==> config.mk <==
export PLATFORM = sky130hd
export DESIGN_NAME = mem_arbiter_flat
export DESIGN_NICKNAME = d
export VERILOG_FILES = /design/src/rtl/mem_arbiter_pkg.sv /design/src/rtl/mem_arbiter_if.sv /design/src/rtl/mem_arbiter_rr_pick2.sv /design/src/rtl/mem_arbiter.sv /design/src/flat_wrapper.sv
export SDC_FILE = /design/constraint.sdc
export NUM_CORES = 1
export LEC_CHECK = 0
export ABC_AREA = 1
export ABC_CLOCK_PERIOD_IN_PS = 2600
export CAP_MARGIN = 25
export CORE_MARGIN = 5
export CORE_UTILIZATION = 36
export CTS_CLUSTER_SIZE = 8
export DETAILED_ROUTE_END_ITERATION = 8
export PLACE_DENSITY = 0.82
export SETUP_SLACK_MARGIN = 0.3
export SLEW_MARGIN = 20
export SYNTH_ARGS = -nofsm -noshare
export SYNTH_HDL_FRONTEND = slang
export SYNTH_SLANG_ARGS = --single-unit
==> constraint.sdc <==
create_clock -name clk -period 2.6 [get_ports clk]
set_clock_uncertainty 0.1 [all_clocks]
set_input_delay 0.39 -clock clk [delete_from_list [all_inputs] [get_ports clk]]
set_output_delay 0.39 -clock clk [all_outputs]
set_load 0.005 [all_outputs]
==> src/rtl/mem_arbiter_pkg.sv <==
// Shared types and constants for the two-thread memory port arbiter.
package mem_arbiter_pkg;

  localparam int AW = 16;
  localparam int DW = 16;

  typedef logic [DW-1:0] word_t;
  typedef logic [AW-1:0] addr_t;

  localparam logic T0 = 1'b0;
  localparam logic T1 = 1'b1;

  // IDLE arbitrates between both threads; OWNn serves only thread n (lock held).
  typedef enum logic [1:0] {
    ST_IDLE = 2'd0,
    ST_OWN0 = 2'd1,
    ST_OWN1 = 2'd2
  } state_t;

endpackage

==> src/rtl/mem_arbiter_if.sv <==
// Thread request ports, memory port and debug owner of the arbiter.
//
// Handshake: a thread raises reqN with weN/lockN/addrN/wdataN stable and holds
// them until gntN is high in the same cycle; gntN high means the access was
// issued to memory in that cycle. There is no backpressure on the return path:
// rvalidN is a single-cycle pulse one cycle after a load grant.
interface mem_arbiter_if;
  import mem_arbiter_pkg::*;

  logic  req0,   req1;
  logic  we0,    we1;
  logic  lock0,  lock1;
  addr_t addr0,  addr1;
  word_t wdata0, wdata1;
  logic  halt0,  halt1;
  logic  gnt0,   gnt1;
  logic  rvalid0, rvalid1;
  word_t rdata0, rdata1;
  logic  mem_en;
  logic  mem_we;
  addr_t mem_addr;
  word_t mem_wdata;
  word_t mem_rdata;
  logic [1:0] owner;

  // Threads plus memory side: drives requests and memory read data.
  modport master (
    output req0, req1, we0, we1, lock0, lock1, addr0, addr1,
           wdata0, wdata1, halt0, halt1, mem_rdata,
    input  gnt0, gnt1, rvalid0, rvalid1, rdata0, rdata1,
           mem_en, mem_we, mem_addr, mem_wdata, owner
  );

  // Arbiter side.
  modport slave (
    input  req0, req1, we0, we1, lock0, lock1, addr0, addr1,
           wdata0, wdata1, halt0, halt1, mem_rdata,
    output gnt0, gnt1, rvalid0, rvalid1, rdata0, rdata1,
           mem_en, mem_we, mem_addr, mem_wdata, owner
  );
endinterface

==> src/rtl/mem_arbiter_rr_pick2.sv <==
// Two-way round-robin picker: on a tie, the thread not granted last wins.
module rr_pick2
  import mem_arbiter_pkg::*;
(
  input  logic [1:0] elig,
  input  logic       last,
  output logic [1:0] gnt,
  output logic       id
);

  // One-hot grant and its thread id from the eligible vector.
  always_comb begin
    gnt = 2'b00;
    id  = T0;
    case (elig)
      2'b01: begin gnt = 2'b01; id = T0; end
      2'b10: begin gnt = 2'b10; id = T1; end
      2'b11: begin
        if (last == T0) begin
          gnt = 2'b10;
          id  = T1;
        end else begin
          gnt = 2'b01;
          id  = T0;
        end
      end
      default: begin gnt = 2'b00; id = T0; end
    endcase
  end

endmodule

==> src/rtl/mem_arbiter.sv <==
// Two-thread shared memory port arbiter with round-robin fairness, per-thread
// lock for atomic read-modify-write, and one-cycle load data return.
module mem_arbiter
  import mem_arbiter_pkg::*;
(
  input  logic clk,
  input  logic reset,
  mem_arbiter_if.slave bus
);

  state_t     state_q, state_d;
  logic       last_q;
  logic       pend_q, pend_id_q;
  word_t      hold0_q, hold1_q;
  logic [1:0] elig;
  logic [1:0] rr_gnt;
  logic       rr_id;
  logic [1:0] gnt;
  logic       gnt_id;
  logic       gnt_any;
  logic       gnt_lock;
  logic       rvalid0, rvalid1;

  // Halted threads and anything during reset are simply not eligible.
  assign elig = {bus.req1 & ~bus.halt1 & reset, bus.req0 & ~bus.halt0 & reset};

  rr_pick2 u_pick (
    .elig (elig),
    .last (last_q),
    .gnt  (rr_gnt),
    .id   (rr_id)
  );

  // State register plus round-robin pointer, pending-load tag and rdata holds.
  always_ff @(posedge clk or negedge reset) begin
    if (!reset) begin
      state_q   <= ST_IDLE;
      last_q    <= T1;
      pend_q    <= 1'b0;
      pend_id_q <= T0;
      hold0_q   <= '0;
      hold1_q   <= '0;
    end else begin
      state_q <= state_d;
      if (gnt_any) begin
        last_q    <= gnt_id;
        pend_id_q <= gnt_id;
      end
      pend_q <= gnt_any & ~bus.mem_we;
      if (rvalid0) hold0_q <= bus.mem_rdata;
      if (rvalid1) hold1_q <= bus.mem_rdata;
    end
  end

  // Grant decode: round robin in IDLE, owner only while locked.
  always_comb begin
    gnt    = 2'b00;
    gnt_id = T0;
    case (state_q)
      ST_IDLE: begin gnt = rr_gnt;            gnt_id = rr_id; end
      ST_OWN0: begin gnt = {1'b0, elig[0]};   gnt_id = T0;    end
      ST_OWN1: begin gnt = {elig[1], 1'b0};   gnt_id = T1;    end
      default: begin gnt = 2'b00;             gnt_id = T0;    end
    endcase
  end

  assign gnt_any  = |gnt;
  assign gnt_lock = (gnt_id == T1) ? bus.lock1 : bus.lock0;

  // Next state: take ownership on a locked grant, drop it on unlock or halt.
  always_comb begin
    state_d = state_q;
    case (state_q)
      ST_IDLE: begin
        if (gnt_any && gnt_lock) state_d = (gnt_id == T1) ? ST_OWN1 : ST_OWN0;
      end
      ST_OWN0: begin
        if (bus.halt0 || (gnt[0] && !bus.lock0)) state_d = ST_IDLE;
      end
      ST_OWN1: begin
        if (bus.halt1 || (gnt[1] && !bus.lock1)) state_d = ST_IDLE;
      end
      default: state_d = ST_IDLE;
    endcase
  end

  // Outputs: grants, memory mux (zero when idle), load return and owner.
  always_comb begin
    bus.gnt0      = gnt[0];
    bus.gnt1      = gnt[1];
    bus.mem_en    = gnt_any;
    bus.mem_we    = 1'b0;
    bus.mem_addr  = '0;
    bus.mem_wdata = '0;
    if (gnt_any) begin
      bus.mem_we    = (gnt_id == T1) ? bus.we1    : bus.we0;
      bus.mem_addr  = (gnt_id == T1) ? bus.addr1  : bus.addr0;
      bus.mem_wdata = (gnt_id == T1) ? bus.wdata1 : bus.wdata0;
    end
    case (state_q)
      ST_OWN0: bus.owner = {1'b1, T0};
      ST_OWN1: bus.owner = {1'b1, T1};
      default: bus.owner = 2'b00;
    endcase
  end

  assign rvalid0     = pend_q & (pend_id_q == T0);
  assign rvalid1     = pend_q & (pend_id_q == T1);
  assign bus.rvalid0 = rvalid0;
  assign bus.rvalid1 = rvalid1;
  assign bus.rdata0  = rvalid0 ? bus.mem_rdata : hold0_q;
  assign bus.rdata1  = rvalid1 ? bus.mem_rdata : hold1_q;

endmodule

==> src/flat_wrapper.sv <==
// flat-port wrapper written by rule: the top's interface ports become plain ports
module mem_arbiter_flat import mem_arbiter_pkg::*;
  (clk, reset, bus_req0, bus_req1, bus_we0, bus_we1, bus_lock0, bus_lock1, bus_addr0, bus_addr1, bus_wdata0, bus_wdata1, bus_halt0, bus_halt1, bus_mem_rdata, bus_gnt0, bus_gnt1, bus_rvalid0, bus_rvalid1, bus_rdata0, bus_rdata1, bus_mem_en, bus_mem_we, bus_mem_addr, bus_mem_wdata, bus_owner);
  mem_arbiter_if bus_i ();
  input  logic clk;
  input  logic reset;
  input wire logic [$bits(bus_i.req0)-1:0] bus_req0;
  input wire logic [$bits(bus_i.req1)-1:0] bus_req1;
  input wire logic [$bits(bus_i.we0)-1:0] bus_we0;
  input wire logic [$bits(bus_i.we1)-1:0] bus_we1;
  input wire logic [$bits(bus_i.lock0)-1:0] bus_lock0;
  input wire logic [$bits(bus_i.lock1)-1:0] bus_lock1;
  input wire logic [$bits(bus_i.addr0)-1:0] bus_addr0;
  input wire logic [$bits(bus_i.addr1)-1:0] bus_addr1;
  input wire logic [$bits(bus_i.wdata0)-1:0] bus_wdata0;
  input wire logic [$bits(bus_i.wdata1)-1:0] bus_wdata1;
  input wire logic [$bits(bus_i.halt0)-1:0] bus_halt0;
  input wire logic [$bits(bus_i.halt1)-1:0] bus_halt1;
  input wire logic [$bits(bus_i.mem_rdata)-1:0] bus_mem_rdata;
  output wire logic [$bits(bus_i.gnt0)-1:0] bus_gnt0;
  output wire logic [$bits(bus_i.gnt1)-1:0] bus_gnt1;
  output wire logic [$bits(bus_i.rvalid0)-1:0] bus_rvalid0;
  output wire logic [$bits(bus_i.rvalid1)-1:0] bus_rvalid1;
  output wire logic [$bits(bus_i.rdata0)-1:0] bus_rdata0;
  output wire logic [$bits(bus_i.rdata1)-1:0] bus_rdata1;
  output wire logic [$bits(bus_i.mem_en)-1:0] bus_mem_en;
  output wire logic [$bits(bus_i.mem_we)-1:0] bus_mem_we;
  output wire logic [$bits(bus_i.mem_addr)-1:0] bus_mem_addr;
  output wire logic [$bits(bus_i.mem_wdata)-1:0] bus_mem_wdata;
  output wire logic [$bits(bus_i.owner)-1:0] bus_owner;
  assign bus_i.req0 = bus_req0;
  assign bus_i.req1 = bus_req1;
  assign bus_i.we0 = bus_we0;
  assign bus_i.we1 = bus_we1;
  assign bus_i.lock0 = bus_lock0;
  assign bus_i.lock1 = bus_lock1;
  assign bus_i.addr0 = bus_addr0;
  assign bus_i.addr1 = bus_addr1;
  assign bus_i.wdata0 = bus_wdata0;
  assign bus_i.wdata1 = bus_wdata1;
  assign bus_i.halt0 = bus_halt0;
  assign bus_i.halt1 = bus_halt1;
  assign bus_i.mem_rdata = bus_mem_rdata;
  assign bus_gnt0 = bus_i.gnt0;
  assign bus_gnt1 = bus_i.gnt1;
  assign bus_rvalid0 = bus_i.rvalid0;
  assign bus_rvalid1 = bus_i.rvalid1;
  assign bus_rdata0 = bus_i.rdata0;
  assign bus_rdata1 = bus_i.rdata1;
  assign bus_mem_en = bus_i.mem_en;
  assign bus_mem_we = bus_i.mem_we;
  assign bus_mem_addr = bus_i.mem_addr;
  assign bus_mem_wdata = bus_i.mem_wdata;
  assign bus_owner = bus_i.owner;
  mem_arbiter u_core (.clk(clk), .reset(reset), .bus(bus_i));
endmodule
---- Word-level counts from Yosys, hierarchy flattened ----
Cells that the tools add are included.
cells by class
  equality and inequality tests ........... 8
  muxes and demuxes ....................... 21
  bitwise operators ....................... 11
  reduce and logical (&&, ||, !) cells .... 10
operators with widths
  operator                                                count
  two-way mux 16 bit                                      6
  case mux 2 bit (3 select lines)                         3
  two-way mux 2 bit                                       5
  AND 1 bit                                               7
  == test 2 bit (second input constant)                   3
  inequality test 2 x 1 -> 1 bit (second input constant)  3
  == test 2 x 1 -> 1 bit (second input constant)          2
  two-way mux 1 bit                                       4
  NOT 1 bit                                               4
  case mux 1 bit (2 select lines)                         2
  case mux 2 bit (2 select lines)                         1
  logical AND 1 bit                                       3
  AND reduction 3 bit                                     1
  zero test 1 bit                                         2
  zero test 2 bit                                         1
  logical OR 1 bit                                        2
  OR reduction 2 bit                                      1
storage, ports and cells
  bits in registers ....................... 37
  input port bits ......................... 90
  output and inout port bits .............. 72
  word-level logic and storage cells ...... 56

---- Longest topological paths before layout ----
Gate-level depths: netlist (run 1).
  depth after elaboration ................. 10
  mapped depth ............................ 14
  mapped depth without buffers ............ 13

---- Cells and area by module ----
From an unflattened synthesis (run 1), not the netlist that was laid out.
second synthesis, totals
  cell total of the unflattened synthesis .. 304
  area total of the unflattened synthesis .. 2194.6 sq um
modules (own cells, without submodules)
  module       times used  cells an instance  area an instance (sq um)  sequential area each (sq um)
  mem_arbiter  1           298                2169.6                    927.1
  rr_pick2     1           6                  25.0                      0.0

---- Least setup slack after synthesis (run 1) ----
Ideal clock, no wire load.
  kind .................................... flip-flop to output port
  from .................................... reg u_core.state_q[0]
  to ...................................... out bus_mem_wdata[6]
  arrival time ............................ 1.470 ns
  data required time ...................... 2.110 ns
  path slack .............................. 0.640 ns
  stages on the path, launching flop included .. 13
  buffers on the path ..................... 2
  cells stage by stage .................... dfrtp_1 inv_1 ha_1 inv_1 nor2_1 nand2_1 nand2_2 buf_6 buf_4 nand2_1 nand2_1 nand2_1 inv_1
on the way
  cells in the longest elaborated chain, start to end .. 4
  elaborated cells on any way between the ends .. 8
  classes of those cells .................. eq/ne: 2; mux: 4; reduce/logical: 2
ends and longest elaborated chain
  element                                                                             RTL line                              source
  start: declaration                                                                  mem_arbiter.sv:11                     state_t state_q, state_d;
  start signal: assignment                                                            mem_arbiter.sv:44                     state_q <= state_d;
  == test 2 bit, or another cell as far along                                         mem_arbiter.sv:59                     case (state_q)
  case mux 2 bit (3 select lines) or case mux 1 bit (2 select lines) (tied branches)  mem_arbiter.sv:59
  OR reduction 2 bit or two-way mux 16 bit (tied branches)                            mem_arbiter.sv:67, mem_arbiter.sv:98
  two-way mux 16 bit (*)                                                              mem_arbiter.sv:95                     if (gnt_any) begin
  end: declaration                                                                    flat_wrapper.sv:29                    output wire logic [$bits(bus_i.mem_wdata)-1:0] bus_mem_wdata;
Every way passes the cells marked *; elsewhere a longest branch is shown, timed or not.

---- Final worst setup path (run 1) ----
  from .................................... reg u_core.state_q[1]
  to ...................................... out bus_mem_wdata[4]
Same word-level chain as after synthesis.

==> results of run 1 <==
-- worst max-delay path by stage --
stage / slack [ps] / startpoint / endpoint
2_1_floorplan: 640 / u_core.state_q[0]$_DFFE_PN0P_ / bus_mem_wdata[6]
3_3_place_gp: -170 / bus_halt1 / bus_mem_we
3_5_place_dp: -220 / bus_halt1 / bus_mem_we
4_1_cts: 150 / u_core.state_q[1]$_DFFE_PN0P_ / bus_mem_addr[13]
5_1_grt: -30 / u_core.state_q[1]$_DFFE_PN0P_ / bus_mem_wdata[4]
6_report: 100 / u_core.state_q[1]$_DFFE_PN0P_ / bus_mem_wdata[4]
-- cells by family after synthesis --
family	after synthesis	share of synthesized area
fa+ha+maj	5	0.02681
simple gates	203	0.3378
flops	37	0.3973
compound gates	36	0.07828
buf+inv	83	0.1598
-- timing repair --
| action | CTS | global route |
|---|---|---|
| setup buffers | 37 | 7 |
| pin swaps | 32 | 17 |
| cloned | 5 | 2 |
| setup endpoints to repair | 53 | 69 |
| hold buffers | 0 | 0 |
| resized for setup | 221 | 72 |
-- sequential cells by signal, indices dropped and copies added (netlist names) --
name / flops
u_core.pend_id_q: 1
u_core.pend_q: 1
u_core.hold0_q: 16
u_core.hold1_q: 16
u_core.last_q: 1
u_core.state_q: 2
-- critical path, cell delays in order (launching register included) --
cell and delay, ps:
sky130_fd_sc_hd__dfrtp_1 390, sky130_fd_sc_hd__inv_2 90, sky130_fd_sc_hd__ha_4 150, sky130_fd_sc_hd__inv_4 40, sky130_fd_sc_hd__nor2_4 90, sky130_fd_sc_hd__nand2_4 80
sky130_fd_sc_hd__nand2_8 90, sky130_fd_sc_hd__buf_12 110, sky130_fd_sc_hd__inv_8 40, sky130_fd_sc_hd__buf_12 120, sky130_fd_sc_hd__buf_4 130, sky130_fd_sc_hd__nand2_2 60
sky130_fd_sc_hd__nand2_1 60, sky130_fd_sc_hd__nand2_1 80, sky130_fd_sc_hd__inv_1 40, sky130_fd_sc_hd__buf_2 130
-- layout by cell type (no fill, tap or decap), drive strengths merged, types with 6 or more instances in the layout --
cell and n:
nor2 8, o21ai 35, clkbuf 9, clkdlybuf4s50 104
nand3 6, nand2 187, inv 66, buf 96
dfrtp 36, dlymetal6s2s 16
-- routing by layer --
layer  vias to the layer above  share of wire  global-route usage
met2                       180           0.51              0.4316
met4                         0          0.038             0.09429
met5                         -              0                   0
met3                        33           0.11             0.09583
li1                       1510              -                   -
met1                      1459           0.35              0.2540
-- stage by stage --
step	power, W	instances	TNS, ps
5_1_grt	0.004734	661	-27.85
2_1_floorplan	0.001879	364	0
3_3_place_gp	0.002962	602	-3807
6_report	0.004397	661	0
3_5_place_dp	0.003013	602	-5703
4_1_cts	0.004016	652	0
-- power breakdown --
part,internal (W),switching (W)
registers,0.000858,0.0000858
logic,0.00168,0.00139
clock network,0.000186,0.000198
-- final cells by class --
cell class	count	area, µm²	share of cell area
sequential	37	927.1	0.1864
tap	77	96.34	0.01937
inverter	66	265.3	0.05333
multi-input combinational	244	1277	0.2569
clock buffer	6	72.57	0.01459
timing repair buffer	229	2325	0.4674
clock inverter	2	10.01	0.002013
==> results summary, run 1 <==
Before CTS, the worst setup slack after placement is -222.0 ps. The detailed-route wire length per cell came out at 16.58 µm. The highest attainable clock frequency came out at 399.4 MHz. The first-pass iteration count of the detailed router is 4.

The clock reaches the later pin of the worst-skew pair after between 200 and 300 ps. The maximum number of pins on one net before global-route repair came out at 38. The count of nets left with antenna violations once routing finished came out at 0.

The tool flagged a number of max-cap violations equal to 0. The normalized max-slew margin came out at 0.6988. Counting cells, the worst reg-to-reg path comes to 21. Of the cells placed in the final design, the portion with a size suffix greater than 1 is 0.2979. The transition time at the pin with the least slew margin came out at around 450 ps. The post-route DRC violation count came out at 0. The share of the synthesized area in the top cell type is 0.3861. The filler cell count in the final layout is 399. The number of buffers created by CTS came out at 5.

The launch point of the worst reg-to-reg path is u_core.state_q[1]$_DFFE_PN0P_. The capturing element type of the critical path is an output pin. The final net count is roughly 680. The effective utilization at floorplan came out at 0.3696. The number of nets in the synthesized netlist is approximately 460. The critical path is of the reg2out type. The data required time of the critical path is 2110 ps. The worst setup path is launched from a flip-flop. For this design the top-level I/O count stands at 162.

The number of placement rows came out at 29. The placed instances occupy a cell area of 4076 µm². The via count of the first global-routing pass came out at between 3000 and 4000. The x dimension of the die is 90.51 µm.

The first global-routing pass estimated 16280 µm of wire. The static power due to leakage came out at 2.903 nW. In this run, the number of DRC markers left after iteration 0 of detailed routing was between 90 and 100.

The final setup violation count came out at 0. The setup check on the worst reg-to-reg path leaves a slack of 220 ps. The final worst-path setup slack came out at 96.02 ps. Counting instances in the post-synthesis netlist gives the leading cell types as sky130_fd_sc_hd__nand2_1 (183), sky130_fd_sc_hd__inv_1 (64), sky130_fd_sc_hd__dfrtp_1 (36). The data arrival at the endpoint of the critical path came out at 2010 ps. The library cell with the largest summed area after synthesis is sky130_fd_sc_hd__dfrtp_1. Once layout is done, the placed cells without fillers occupy 4974 µm². Hold timing on the final database bottoms out at a slack of 126.2 ps. The post-synthesis instance total is between 300 and 400.

Of all flip-flops after synthesis, the portion carrying an async set or reset was 1.000. In the post-synthesis netlist, the biggest area contributors are sky130_fd_sc_hd__dfrtp_1 (39%), sky130_fd_sc_hd__nand2_1 (29%), sky130_fd_sc_hd__inv_1 (10%), sky130_fd_sc_hd__o21ai_0 (7.3%), sky130_fd_sc_hd__buf_6 (2.9%). The standard cell core area came out at 6314 µm². The most used flip-flop cell after synthesis is sky130_fd_sc_hd__dfrtp_1. The number of synthesized flops with an enable pin is 0. CTS placed an instance of sky130_fd_sc_hd__clkbuf_8 at the clock tree root. The overall global routing resource usage came out at 0.2427. The number of synthesized register bits came out at 37. Each instance of the synthesized netlist takes up on average 6.411 µm².

CTS saw 37 sinks. The overall overflow remaining after global route is 0. TritonCTS built the clock tree. The flow ran to the end, and the final reports show no timing, DRC or antenna violations. The final weighted congestion of routability-driven global placement came out at slightly above 0.9. The number of library cell types mapped by synthesis came out at 19. The final count of hold timing violations is 0.

The cell area that synthesis handed to floorplanning was 2333 µm². The detailed router placed about 3200 vias in this run. The vias per cell is 4.814. Buffers placed on the I/O ports in this run total 161.

0 antenna diodes ended up in the layout. The path category of the worst min-delay check is in2async. The deepest level of the CTS H-tree is 2.

The height of the die is roughly 90 µm. sky130_fd_sc_hd__nand2_1 is the most common cell in the netlist. The HPWL after detailed placement is about 6300 µm. The clock-pin slew on the worst setup and hold paths is 70 ps. The time the final worst path needs with I/O delays and setup is 2504 ps. VDD sags by at most approximately 0.77 mV. The number of antenna violations at the first check in global routing is 0. The largest fanout of any net on the critical path is 7.

Setup repair after global routing could not meet its margin everywhere. The Yosys warning count is 0. The end-of-flow core utilization is 0.7878. The deepest clock path buffer count came out at 2. The worst register-to-register path ends at u_core.state_q[0]$_DFFE_PN0P_. Dividing the final minimum period by the clock period gives 0.9631. The layout overhead on the synthesized area is 113.1%. The full die area is approximately 8000 µm².

The max-slew violation total from the final report came to 0. The total power density per cell area is 884.0 nW/µm². The final layout contains routed wiring with a total length of 10960 µm.

The sequential cell area fraction in the yosys report came out at 0.3973.
No activity file was read; power rests on OpenSTA's default activity.
==> inputs of run 2 (changes only) <==
- ABC_CLOCK_PERIOD_IN_PS: 2600 -> 2800
- CAP_MARGIN: 25 -> 30
- CTS_CLUSTER_DIAMETER: default -> 200
- clock period: 2.6 -> 2.8 ns (I/O delays scaled with it)
==> results summary, run 2 (synthesis results as in run 1) <==
Result of the run: completed (unchanged). The total power density per cell area is 845.8 nW/µm² (was 884.0 nW/µm²). The global-route wire length before repair is 14320 µm (was 16280 µm). The number of buffers created by CTS came out at 5 (unchanged).

The worst path in the final design needs a cycle of 2522 ps, including I/O delays and setup. The detailed-route wire length per cell came out at 15.83 µm (was 16.58 µm). The clock-pin slew on the worst setup and hold paths is 80 ps (was 70 ps).

The final count of hold timing violations is 0 (unchanged). The final weighted congestion of routability-driven global placement was 0.9263 (was 0.9243). The final net count came out at 657 (was 678). The startpoint-to-endpoint class of the critical path is reg2out (unchanged). The total number of clock tree sinks is 37 (unchanged). The data required time of the critical path came out at 2280 ps (was 2110 ps). The post-route DRC violation count came out at 0 (unchanged). The buffer cell driving the clock tree root is sky130_fd_sc_hd__clkbuf_8 (unchanged). The via count of the first global-routing pass came out at 2970 (was 3181). The path category of the worst min-delay check is in2async (unchanged). The count of nets left with antenna violations after detail routing came to 0 (unchanged).

The total half-perimeter wirelength after legalization and detailed placement came to 6483 µm (was 6316 µm). The TritonCTS clock tree is yes (unchanged). The largest fanout of any net on the critical path was 5 (was 7).

The worst slack on hold paths is 161.1 ps (was 126.2 ps). The final clock period utilization by the worst path is 0.9007. The maximum number of pins on one net before global-route repair is 38 (unchanged). The met1 layer wirelength in the final routing is 4003 µm (was 3835 µm). The total vias in the final route is 3064 (was 3182). The highest attainable clock frequency came out at 396.5 MHz. The full die area was 8192 µm² (unchanged). The top layer reached by signal wires was met4 (unchanged). The overall overflow remaining after global route came out at 0 (unchanged). Setup repair after global routing missed its margin: true (unchanged). The count of inserted antenna diode cells is 0 (unchanged). The clock network power share is 0.136 (was 0.087). The cell count after placement came out at 598 (was 602).

The routed length on met3 is 833 µm (was 1158 µm). Most frequent cells in the layout: sky130_fd_sc_hd__nand2_1 (166), sky130_fd_sc_hd__clkdlybuf4s50_1 (120), sky130_fd_sc_hd__inv_1 (59) (was sky130_fd_sc_hd__nand2_1 (152), sky130_fd_sc_hd__clkdlybuf4s50_1 (104), sky130_fd_sc_hd__inv_1 (57)). The total wire length came to 10130 µm (was 10960 µm). The transition time at the pin with the least slew margin came out at 463.1 ps (was 451.7 ps). The first-pass iteration count of the detailed router came to 4 (unchanged).

The x dimension of the die came out at 90.51 µm (unchanged). The final non-filler cell total was 640 (was 661). The instance area after placement came out at 4046 µm² (was 4076 µm²). The fraction of layout cells with a size suffix above 1 was 0.2025 (was 0.2979). The design area is 4725 µm² (was 4974 µm²).

The number of placement rows came to 29 (unchanged). The deepest clock path buffer count is 2 (unchanged). The power consumption came out at 0.003996 W (was 0.004397 W). The routed wire length on met2 came out at 5025 µm (was 5546 µm). The deepest level of the CTS H-tree came out at 2 (unchanged).

The vias per cell was 4.788 (was 4.814). The sequential group share of total power came out at 0.221 (was 0.215). The static power due to leakage came to 2.843 nW (was 2.903 nW).

The effective utilization at floorplan is 0.3696 (unchanged). The startpoint kind of the worst setup timing path was a flip-flop (unchanged). The part of the power in combinational logic is 0.643 (was 0.698). The normalized max-slew margin is 0.6912 (was 0.6988).

The largest vdd supply drop was 0.5882 mV (was 0.7726 mV). The commonest non-fill, non-tap cell in the layout is sky130_fd_sc_hd__nand2_1 (unchanged). The internal power contribution came out at 0.002586 W (was 0.002727 W). The end-of-flow core utilization was 0.7483 (was 0.7878). The height of the die came out at 90.51 µm (unchanged). The standard cell core area came out at 6314 µm² (unchanged). The switching share of total power is 0.3528 (was 0.3798). The layout overhead on the synthesized area is 102.5% (was 113.1%). The overall global routing resource usage is 0.2092 (was 0.2427). The max-cap check violation count came out at 0 (unchanged).

The max-slew violation total from the final report came out at 0 (unchanged). Registers with the most flip-flops: u_core.hold0_q: 16 flops, u_core.hold1_q: 16 flops, u_core.state_q: 2 flops (unchanged). The final setup violation count came out at 0 (unchanged).

The top-level I/O count is 162 (unchanged). The number of antenna violations at the first check in global routing is 0 (unchanged). The data arrival at the endpoint of the critical path came out at 2000 ps (was 2010 ps). The clock latency on the worst-skew pair came to 280 ps (was 290 ps).

The filler cell count in the final layout came out at 446 (was 399). The count of input and output buffers was 161 (unchanged). The capturing element type of the critical path is an output pin (unchanged). The starting DRC count in detailed routing is 100 (was 99). The net load switching power is 0.001410 W (was 0.001670 W).
[run 2: path summary, 6_finish.rpt]
kind	start	to	slack, ps	depth (start not counted)
worst max-delay path	u_core.state_q[1]$_DFFE_PN0P_	bus_mem_addr[7]	280	15
worst min-delay path	reset	u_core.hold1_q[3]$_DFF_PN0_	160	2
worst max register to register	u_core.state_q[1]$_DFFE_PN0P_	u_core.state_q[0]$_DFFE_PN0P_	650	14
worst min register to register	u_core.hold0_q[4]$_DFF_PN0_	u_core.hold0_q[4]$_DFF_PN0_	400	2
max in group asynchronous	reset	u_core.last_q$_DFFE_PN1P_	2090	2
min in group clk	u_core.hold0_q[4]$_DFF_PN0_	u_core.hold0_q[4]$_DFF_PN0_	400	2
[run 2: layout make-up]
cell class / instances / area, µm² / share of cell area
sequential: 37 / 927.1 / 0.1962
tap: 77 / 96.34 / 0.02039
clock inverter: 3 / 65.06 / 0.01377
clock buffer: 5 / 68.82 / 0.01457
multi-input combinational: 244 / 1179 / 0.2495
timing repair buffer: 208 / 2133 / 0.4515
inverter: 66 / 255.2 / 0.05403
[run 2: power groups by stage]
stage                     clock (W)  sequential, W  combinational [W]
after floorplan                   0       0.000869           0.000876
after global placement            0       0.000880            0.00184
after detailed placement          0       0.000903            0.00188
after CTS                  0.000556       0.000885            0.00222
after global routing       0.000584       0.000910            0.00280
final                      0.000544       0.000884            0.00257
[run 2: routing by layer]
metal | global-route usage | vias to the layer above
li1 | - | 1462
met1 | 0.2427 | 1402
met2 | 0.3680 | 173
met3 | 0.07083 | 27
met4 | 0.04963 | 0
met5 | 0 | -
[run 2: metrics by stage]
stage / worst slack [ps] / setup TNS [ps]
5_1_grt: 167.3 / 0
3_3_place_gp: -28.95 / -47.37
6_report: 278.1 / 0
3_5_place_dp: -64.96 / -713.3
4_1_cts: 32.19 / 0
2_1_floorplan: 809.5 / 0
[run 2: timing repair]
action | CTS | global route
setup buffers | 14 | 13
hold buffers | 0 | 0
cloned | 4 | 3
pin swaps | 2 | 15
setup endpoints to repair | 35 | 48
resized for setup | 56 | 92
[run 2: critical path, cell delays in order (launching register included)]
cell                      delay, ps
sky130_fd_sc_hd__dfrtp_1        400
sky130_fd_sc_hd__inv_2           80
sky130_fd_sc_hd__ha_4           130
sky130_fd_sc_hd__inv_2           40
sky130_fd_sc_hd__nor2_2          90
sky130_fd_sc_hd__nand2_2         80
sky130_fd_sc_hd__nand2_4        120
sky130_fd_sc_hd__inv_6           60
sky130_fd_sc_hd__buf_6          110
sky130_fd_sc_hd__buf_12         120
sky130_fd_sc_hd__buf_16         140
sky130_fd_sc_hd__nand2_4         50
sky130_fd_sc_hd__nand2_2         50
sky130_fd_sc_hd__nand2_1         50
sky130_fd_sc_hd__inv_1           60
sky130_fd_sc_hd__buf_2          140
==> inputs of run 3 (changes only) <==
- ABC_CLOCK_PERIOD_IN_PS: 2800 -> 2100
- CORE_UTILIZATION: 36 -> 32
- PLACE_DENSITY: 0.82 -> 0.77
- clock period: 2.8 -> 2.1 ns (I/O delays scaled with it)
==> results summary, run 3 (synthesis results as in run 1) <==
The count of nets left with antenna violations after detail routing came out at 0 (unchanged). The height of the die is 95.40 µm (was 90.51 µm). The data required time of the critical path is 1680 ps (was 2280 ps). The internal power contribution is 0.004264 W (was 0.002586 W).

The time the final worst path needs with I/O delays and setup is 2728 ps. The data arrival at the endpoint of the critical path came out at 2310 ps (was 2000 ps). The worst reg2reg path endpoint was u_core.state_q[0]$_DFFE_PN0P_ (unchanged). The largest fanout of any net on the critical path was 6 (was 5). The launch point of the worst reg-to-reg path is u_core.state_q[0]$_DFFE_PN0P_ (was u_core.state_q[1]$_DFFE_PN0P_). Registers with the most flip-flops: u_core.hold0_q: 16 flops, u_core.hold1_q: 16 flops, u_core.state_q: 2 flops (unchanged). Cell breakdown of the critical path: clkdlybuf4s50_1 -> inv_1 -> nand3_2 -> nor2_4 -> nand2_4 -> nand2_4 -> buf_6 -> nand2_8 -> nand2_8 -> buf_12 -> buf_6 -> buf_12 -> o211ai_1 -> inv_1 -> buf_2 (was inv_2 -> ha_4 -> inv_2 -> nor2_2 -> nand2_2 -> nand2_4 -> inv_6 -> buf_6 -> buf_12 -> buf_16 -> nand2_4 -> nand2_2 -> nand2_1 -> inv_1 -> buf_2). The total power density per cell area came out at 1163 nW/µm² (was 845.8 nW/µm²). The static power due to leakage was 3.387 nW (was 2.843 nW).

The instance area after placement is 4154 µm² (was 4046 µm²). The effective utilization at floorplan is 0.3252 (was 0.3696). The final count of hold timing violations came out at 0 (unchanged). The x dimension of the die came to 95.40 µm (was 90.51 µm). The cell count after placement came out at 627 (was 598). The layout overhead on the synthesized area is 173.7% (was 102.5%). Result of the run: complete, but fails checks (was completed).

The vias per cell is 5.316 (was 4.788). The deepest level of the CTS H-tree is 2 (unchanged). The part of the power in combinational logic is 0.720 (was 0.643). Most frequent cells in the layout: sky130_fd_sc_hd__clkdlybuf4s50_1 (86), sky130_fd_sc_hd__nand2_1 (68), sky130_fd_sc_hd__nand2_2 (61) (was sky130_fd_sc_hd__nand2_1 (166), sky130_fd_sc_hd__clkdlybuf4s50_1 (120), sky130_fd_sc_hd__inv_1 (59)). The final clock period utilization by the worst path came out at 1.299. The highest cell delay on the worst timing path came out at 440 ps (was 400 ps). The final reports fail on setup timing.

The commonest non-fill, non-tap cell in the layout was sky130_fd_sc_hd__clkdlybuf4s50_1 (was sky130_fd_sc_hd__nand2_1). The maximum number of pins on one net before global-route repair came to 38 (unchanged). The max-cap check violation count came out at 0 (unchanged). The power consumption came to 0.007431 W (was 0.003996 W).

The largest vdd supply drop came to 0.8499 mV (was 0.5882 mV). The global-route wire length before repair came to 18580 µm (was 14320 µm). The sequential group share of total power came out at 0.178 (was 0.221). The path category of the worst min-delay check is in2async (unchanged). The deepest clock path buffer count is 2 (unchanged). The total number of clock tree sinks was 37 (unchanged).

The design area is 6387 µm² (was 4725 µm²). The TritonCTS clock tree was yes (unchanged). The overall overflow remaining after global route is 0 (unchanged).

The number of antenna violations at the first check in global routing came out at 2 (was 0). The clock-pin slew on the worst setup and hold paths is 80 ps (about the same). The number of placement rows came to 31 (was 29). The top-level I/O count came out at 162 (unchanged).

The switching share of total power came to 0.4261 (was 0.3528). The final weighted congestion of routability-driven global placement is 0.8817 (was 0.9263). The final non-filler cell total is 729 (was 640). The clock network power share came out at 0.102 (was 0.136). The total wire length is 17770 µm (was 10130 µm). The count of input and output buffers came out at 161 (unchanged). The final worst-path setup slack is -627.6 ps (was 278.1 ps).

The final net count came to 722 (was 657). The total vias in the final route is 3875 (was 3064). The startpoint kind of the worst setup timing path is an input port (was flip-flop). The cell depth of the worst flop-to-flop path came out at 22 (was 14).

The detailed-route wire length per cell is 24.37 µm (was 15.83 µm). The max-slew violation total from the final report came out at 0 (unchanged). The first-pass iteration count of the detailed router is 5 (was 4). The number of buffer and inverter stages on the critical path came out at 8 (unchanged). The clock latency on the worst-skew pair is 300 ps (was 280 ps).

The full die area was 9100 µm² (was 8192 µm²). The kind of cell adding the most delay to the critical path is buffers and inverters (unchanged). For this run, the top clock speed supported by timing is 366.6 MHz. The reg-to-reg setup timing slack is -580 ps (was 650 ps). The post-route DRC violation count came out at 0 (unchanged).

The transition time at the pin with the least slew margin was 492.2 ps (was 463.1 ps). The final setup violation count came out at 41 (was 0). The setup slack after placement is -598.7 ps (was -64.96 ps). The standard cell core area came out at 7176 µm² (was 6314 µm²). The via count of the first global-routing pass is 3643 (was 2970). The cell with the biggest individual delay on the critical path is sky130_fd_sc_hd__clkdlybuf4s50_1 (was sky130_fd_sc_hd__dfrtp_1). The normalized max-slew margin was 0.6719 (was 0.6912).

The capturing element type of the critical path was an output pin (unchanged). The starting DRC count in detailed routing is 292 (was 100). The number of buffers created by CTS is 5 (unchanged). The buffer cell driving the clock tree root is sky130_fd_sc_hd__clkbuf_8 (unchanged). Setup repair after global routing missed its margin: true (unchanged). The startpoint-to-endpoint class of the critical path is in2out (was reg2out). The total half-perimeter wirelength after legalization and detailed placement came to 6399 µm (was 6483 µm). The fraction of layout cells with a size suffix above 1 was 0.6226 (was 0.2025).

The overall global routing resource usage came to 0.2693 (was 0.2092). The net load switching power is 0.003167 W (was 0.001410 W).
## run 3: changes by cell type in the layout (fill, tap and decap cells not counted), sizes merged
cell           before  now
buf                51  179
clkdlybuf4s50     120   86
clkbuf             23    8
dlymetal6s2s       13    0
clkinv              1    3
diode               0    2
dlygate4sd2         6    4
inv                66   64
clkdlybuf4s15       0    1
## run 3: routing by layer
layer,wire [µm],global-route usage
met5,0,0
met4,1884,0.1611
met3,1384,0.05367
met2,9095,0.4886
met1,5403,0.2857
## run 3: timing repair
item	CTS	global route
setup buffers	56	21
gates resized for setup	522	170
pin swaps	54	39
gates cloned	12	3
hold buffers	0	0
endpoints found under the setup margin	74	75
## run 3: worst max-delay path by stage
| stage | start | endpoint | slack (ps) | cells past startpoint |
|---|---|---|---|---|
| 2_1_floorplan | u_core.state_q[1]$_DFFE_PN0P_ | bus_mem_addr[10] | 240 | 12 |
| 3_3_place_gp | bus_req0 | bus_mem_addr[0] | -550 | 13 |
| 3_5_place_dp | bus_req1 | bus_mem_addr[12] | -600 | 11 |
| 4_1_cts | u_core.state_q[1]$_DFFE_PN0P_ | u_core.state_q[0]$_DFFE_PN0P_ | -320 | 22 |
| 5_1_grt | u_core.state_q[1]$_DFFE_PN0P_ | bus_mem_addr[6] | -740 | 15 |
| 6_report | bus_halt1 | bus_mem_we | -630 | 15 |
## run 3: layout make-up
| cell class | count | area (µm²) |
|---|---|---|
| Clock buffer | 5 | 68.82 |
| Fill cell | 301 | 788.3 |
| Multi-Input combinational cell | 244 | 1979 |
| Antenna cell | 2 | 5.005 |
| Clock inverter | 3 | 65.06 |
| Tap cell | 99 | 123.9 |
| Timing Repair Buffer | 273 | 2944 |
| Sequential cell | 37 | 928.4 |
| Inverter | 66 | 272.8 |
## run 3: worst reg2reg max path: stages, from the launching register on
cell                      delay, ps
sky130_fd_sc_hd__dfrtp_1        430
sky130_fd_sc_hd__inv_2          110
sky130_fd_sc_hd__ha_4           170
sky130_fd_sc_hd__inv_4           50
sky130_fd_sc_hd__nor2_4         100
sky130_fd_sc_hd__nand2_4         90
sky130_fd_sc_hd__buf_6          130
sky130_fd_sc_hd__buf_6          100
sky130_fd_sc_hd__buf_6          100
sky130_fd_sc_hd__buf_6          110
sky130_fd_sc_hd__buf_6          100
sky130_fd_sc_hd__buf_6          100
sky130_fd_sc_hd__buf_6          100
sky130_fd_sc_hd__buf_6          100
sky130_fd_sc_hd__buf_6          100
sky130_fd_sc_hd__buf_6          110
sky130_fd_sc_hd__nand3_2         50
sky130_fd_sc_hd__nand2_2         60
sky130_fd_sc_hd__nand2_2         80
sky130_fd_sc_hd__nand2_4         70
sky130_fd_sc_hd__nand2_2         90
sky130_fd_sc_hd__nand2_1         80
sky130_fd_sc_hd__nand2_1         70
## run 3: through the flow
| step | hold slack (ps) | TNS, ps | util |
|---|---|---|---|
| 6_report | 120.1 | -19630 | 0.8901 |
| 5_1_grt | 140.6 | -22400 | 0.8901 |
| 4_1_cts | 77.67 | -10240 | 0.7643 |
| 3_5_place_dp | 382.6 | -18590 | 0.5789 |
| 3_3_place_gp | 377.4 | -17730 | 0.5789 |
| 2_1_floorplan | -80.59 | 0 | - |
## run 3: power by group through the flow
stage	Clock (W)	Sequential (W)	Combinational (W)
global route	0.000796	0.00135	0.00561
floorplan	0	0.00116	0.00118
finish	0.000755	0.00133	0.00535
CTS	0.000741	0.00126	0.00391
global placement	0	0.00117	0.00258
detailed placement	0	0.00119	0.00262
